### config.mk
export PLATFORM = sky130hd
export DESIGN_NAME = sixty_four_bit_multicycle_adder
export DESIGN_NICKNAME = d
export VERILOG_FILES = /design/src/rtl/sixty_four_bit_multicycle_adder.sv
export SDC_FILE = /design/constraint.sdc
export NUM_CORES = 1
export LEC_CHECK = 0
export CORE_MARGIN = 5
export CORE_UTILIZATION = 47
export DETAILED_ROUTE_END_ITERATION = 16
export HOLD_SLACK_MARGIN = 0.12
export MAX_ROUTING_LAYER = met4
export PLACE_DENSITY = 0.74
export SETUP_SLACK_MARGIN = 0.05
export SYNTH_ARGS = -nofsm -noshare
export SYNTH_HDL_FRONTEND = slang
export SYNTH_SLANG_ARGS = --single-unit
export TNS_END_PERCENT = 1
### constraint.sdc
create_clock -name clk -period 6 [get_ports clk]
set_input_delay 1.5 -clock clk [delete_from_list [all_inputs] [get_ports clk]]
set_output_delay 1.5 -clock clk [all_outputs]
set_load 0.01 [all_outputs]
### src/rtl/sixty_four_bit_multicycle_adder.sv
// Multi-cycle adder: adds CHUNK bits per clock with a start/busy/done handshake
// and produces the sum plus C, V, Z, N condition flags.
module sixty_four_bit_multicycle_adder #(
   parameter int WIDTH = 64,
   parameter int CHUNK = 8
) (
   input  logic             clk,
   input  logic             reset,
   input  logic             start,
   input  logic [WIDTH-1:0] a_in,
   input  logic [WIDTH-1:0] b_in,
   input  logic             carry_in,
   output logic             busy,
   output logic             done,
   output logic [WIDTH-1:0] sum,
   output logic             carry_out,
   output logic             overflow,
   output logic             zero,
   output logic             negative
);

   localparam int NCHUNK = WIDTH / CHUNK;
   localparam int IW     = (NCHUNK > 1) ? $clog2(NCHUNK) : 1;
   localparam int CW     = CHUNK + 1;

   typedef enum logic [1:0] {IDLE, RUN, DONE} state_t;

   state_t             state_q;
   logic [WIDTH-1:0]   a_q, b_q, psum_q, sum_q;
   logic               carry_q, busy_q, done_q, cout_q, ovf_q, zero_q, neg_q;
   logic [IW-1:0]      idx_q;

   logic [CW-1:0]      chunk_res;
   logic [WIDTH-1:0]   psum_d;
   logic               cmsb;
   logic               last;

   // Operands shift right one chunk per cycle so the active chunk is always at
   // the bottom; each chunk result enters the partial sum from the top.
   always_comb begin
      chunk_res = {1'b0, a_q[CHUNK-1:0]} + {1'b0, b_q[CHUNK-1:0]} + CW'(carry_q);
      psum_d    = {chunk_res[CHUNK-1:0], psum_q[WIDTH-1:CHUNK]};
      cmsb      = a_q[CHUNK-1] ^ b_q[CHUNK-1] ^ chunk_res[CHUNK-1];
      last      = (idx_q == IW'(NCHUNK - 1));
   end

   always_ff @(posedge clk) begin
      if (reset) begin
         state_q <= IDLE;
         a_q     <= '0;
         b_q     <= '0;
         psum_q  <= '0;
         carry_q <= 1'b0;
         idx_q   <= '0;
         busy_q  <= 1'b0;
         done_q  <= 1'b0;
         sum_q   <= '0;
         cout_q  <= 1'b0;
         ovf_q   <= 1'b0;
         zero_q  <= 1'b0;
         neg_q   <= 1'b0;
      end else begin
         case (state_q)
            IDLE, DONE: begin
               done_q <= 1'b0;
               if (start) begin
                  a_q     <= a_in;
                  b_q     <= b_in;
                  carry_q <= carry_in;
                  psum_q  <= '0;
                  idx_q   <= '0;
                  busy_q  <= 1'b1;
                  state_q <= RUN;
               end else begin
                  state_q <= IDLE;
               end
            end
            RUN: begin
               a_q     <= a_q >> CHUNK;
               b_q     <= b_q >> CHUNK;
               carry_q <= chunk_res[CHUNK];
               psum_q  <= psum_d;
               idx_q   <= idx_q + IW'(1);
               if (last) begin
                  // Outputs update only here, so partial sums never leak out.
                  sum_q   <= psum_d;
                  cout_q  <= chunk_res[CHUNK];
                  ovf_q   <= chunk_res[CHUNK] ^ cmsb;
                  zero_q  <= (psum_d == '0);
                  neg_q   <= psum_d[WIDTH-1];
                  busy_q  <= 1'b0;
                  done_q  <= 1'b1;
                  state_q <= DONE;
               end
            end
            default: begin
               busy_q  <= 1'b0;
               done_q  <= 1'b0;
               state_q <= IDLE;
            end
         endcase
      end
   end

   assign busy      = busy_q;
   assign done      = done_q;
   assign sum       = sum_q;
   assign carry_out = cout_q;
   assign overflow  = ovf_q;
   assign zero      = zero_q;
   assign negative  = neg_q;

endmodule

==> results by group <==
Timing
  – Worst hold margin: 0.4519 ns
  – Normalized max-slew margin: between 10% and 20%
  – Post-route setup TNS: 0 ns
  – RSZ-0062 raised after global routing: false
  – Clock skew: about 0.011 ns
  – Hold Violations, Final: 0
  – Min Tclk post-route: 3.230 ns
  – Tcrit/Tclk final: between 50% and 60%
  – Finish-stage setup viols: 0
  – Fmax: 309.6 MHz
  – Slew @ Worst Pin: around 1.2 ns
  – Slew Limit Fails: 0

Global routing
  – Pin count of the biggest net entering global routing: about 140
  – Initial antenna violation count: 0
  – Gr usage total: a little over a fifth
  – Vias in the first global route: a little over 8000
  – First-pass GRT wire length: approximately 42000 µm
  – Congestion Overflow GR: 0

Logic synthesis
  – Yosys warning count: 0
  – Register bit total from synthesis: between 200 and 300
  – Mapped Cells: ~1100
  – Cell taking the most area after synthesis: dfxtp_1
  – Sequential share of the synthesized area: a little over half
  – Area contributors post-synth: dfxtp_1 (53%), nand2_1 (10%), a22o_1 (6.4%)
  – Top-count cell post-synth: nand2_1
  – Most used DFF post-synth: dfxtp_1
  – Post-Syn Area: ~0.01 mm²
  – Post-synth EDFFs: 0
  – Synth top area share: 52.81%
  – Commonest cells post-synth: nand2_1 (273), dfxtp_1 (259), nor2_1 (131)
  – Synthesized area per cell: 8.597 µm²
  – Mapped Nets: between 1000 and 1500
  – Synth cell types: 45
  – Ys async rst share: 0%

Die
  – Chip width: ~150 µm
  – Rows: 52
  – # IOs: around 200
  – Core Footprint: ~0.020 mm²
  – DIE AREA: 0.02388 mm²
  – Chip height: 154.5 µm
  – Initial Utilization: ~48%

Routing
  – Pre-antenna DRT Iters: 5
  – Via count: just under 9000
  – WL final: 26110 µm
  – Initial drt markers: between 600 and 700
  – Wirelength per Cell: between 15 and 20 µm
  – Residual DRC: 0
  – Post-DRT Antenna Nets: 0
  – Via density: ~5.5

Setup path
  – Max FO, Critical Path: 39
  – Worst EP required: roughly 6.4 ns
  – R2r startpoint: a_q[0]$_SDFFE_PP0P_
  – Largest stage delay, worst path: around 0.70 ns
  – Worst setup endpoint: a_q[2]$_SDFFE_PP0P_
  – Setup crit end kind: register
  – Worst-path cell chain: clkdlybuf4s50_1 -> nor2b_4 -> buf_4 -> nand2_1 -> a311oi_1
  – Critical Path AT: roughly 3.7 ns
  – R2r setup slk: around 3.1 ns
  – CP Class: in2reg
  – Worst Reg-to-Reg Cells: 9
  – CP max stage cell: nor2b_4
  – Startpoint types: primary input
  – Reg2reg end: zero$_SDFFE_PP0P_
  – Setup crit start: start

Clocking
  – CTS tree: built
  – Clock latency on the worst-skew pair: about 0.52 ns
  – Clock Sinks: ~260
  – Max clock buf depth: 3
  – Clock root buffer: clkbuf_16
  – PostCTS Resize Cnt: 0
  – Setup bufs post-CTS: 0
  – Post-CTS Hold Fix Bufs: 0
  – CTS Buf Count: 26
  – Clock-pin slew on the worst setup and hold paths: 0.06 ns
  – H-tree levels: 1

Flow run
  – Max cap viols: 0

Outcome
  – Outcome: finished clean

Cells and area
  – Fraction of layout cells with a size suffix above 1: under 10%
  – Final core occ: approximately 62%
  – Number of diodes: 0
  – Synthesis-to-finish area growth: 29.87%
  – Final nets: roughly 1400

Placed design
  – Dpl hpwl: approximately 17000 µm
  – RD Place Congestion: approximately 0.88
  – Port Buffers: about 200

Pwr
  – Maximum VDD drop: roughly 190 µV
  – Pwr Density: between 300 and 400 mW/mm²
  – Lkg Pwr: roughly 4.7 nW

Worst hold path
  – Hold Path Class: reg2reg
  – Hold Path Stages: 2
flip-flops by register name, indices dropped and copies added, names as in the netlist:
register and flops:
a_q 64, b_q 64, busy 1, carry_out 1, carry_q 1, done 1
idx_q 3, overflow 1, psum_q 56, state_q 2, sum 64, zero 1
per-layer routing:
| metal | global-route usage [%] | up-vias | routed length, µm |
|---|---|---|---|
| li1 | - | 4323 | - |
| met1 | 30.00 | 4058 | 11980 |
| met2 | 33.15 | 285 | 12010 |
| met3 | 2.990 | 31 | 1708 |
| met4 | 4.584 | 0 | 417 |
| met5 | - | - | 0 |
worst min-delay path by stage:
| stage | from | end |
|---|---|---|
| floorplan | psum_q[14]$_SDFFE_PP0P_ | sum[6]$_SDFFE_PP0P_ |
| global placement | sum[23]$_SDFFE_PP0P_ | sum[23]$_SDFFE_PP0P_ |
| detailed placement | sum[14]$_SDFFE_PP0P_ | sum[14]$_SDFFE_PP0P_ |
| CTS | sum[14]$_SDFFE_PP0P_ | sum[14]$_SDFFE_PP0P_ |
| global route | sum[28]$_SDFFE_PP0P_ | sum[28]$_SDFFE_PP0P_ |
| finish | sum[23]$_SDFFE_PP0P_ | sum[23]$_SDFFE_PP0P_ |
area by class of cell:
class / count / area [µm²]
fillers: 1801 / 7679
flip-flops and latches: 259 / 5185
multi-input cells: 778 / 4268
repair buffers: 210 / 2081
clock buffers: 41 / 798.3
well taps: 270 / 337.8
clock inverters: 6 / 55.05
inverters: 7 / 26.28
power by group:
group / total (W) / internal, W / switching, W
Clock: 0.00159 / 0.000951 / 0.000644
Sequential: 0.00187 / 0.00181 / 0.0000561
Combinational: 0.000446 / 0.000199 / 0.000247
Total: 0.00391 / 0.00296 / 0.000947
critical path, delay by kind of cell:
| family | cells | cell delay [ns] |
|---|---|---|
| compound gates | 1 | 0.28 |
| buf+inv | 2 | 1.03 |
| simple gates | 2 | 0.83 |
layout by cell type (no fill, tap or decap), types with 2 or more instances in the layout:
cell,Yosys,routed
nor2_1,131,128
xor2_1,3,3
ha_1,9,9
a211oi_1,4,4
nand4_1,3,3
a311oi_1,72,72
a21oi_1,70,70
a22o_1,72,72
fa_1,2,2
clkinv_2,0,5
o211ai_1,2,2
nand3_1,3,3
xnor2_1,2,2
nor3_1,43,43
clkbuf_8,0,7
clkdlybuf4s50_1,0,200
nor2_4,0,3
a21o_1,2,2
a31oi_1,3,3
nand2b_1,5,3
nand2_1,273,272
dfxtp_1,259,259
clkbuf_16,0,27
o21ai_0,4,4
buf_4,1,9
nor2b_1,4,3
nor4_1,13,13
clkbuf_1,79,7
nand2b_4,0,2
inv_1,7,7
o22ai_1,41,41
per-stage QoR:
stage                     setup WS, ns  area [µm²]  std cells  power, W
final                            2.770       12750       1571  0.003909
after global routing             2.601       12750       1571  0.004073
after CTS                        2.791       12750       1571  0.003933
after detailed placement         2.253       11900       1524  0.002347
after global placement           2.328       11900       1524  0.002339
after floorplan                  3.120        9818       1142  0.002169
logic make-up after synthesis:
| group | count (synthesis) | share of synthesized area, % |
|---|---|---|
| xor+xnor | 5 | 0.4461 |
| compound gates | 276 | 20.66 |
| fa+ha+maj | 11 | 1.555 |
| flops | 259 | 52.81 |
| mux | 1 | 0.1147 |
| simple gates | 485 | 20.21 |
| buf+inv | 105 | 4.205 |
Power figures use the tool's default switching activity.
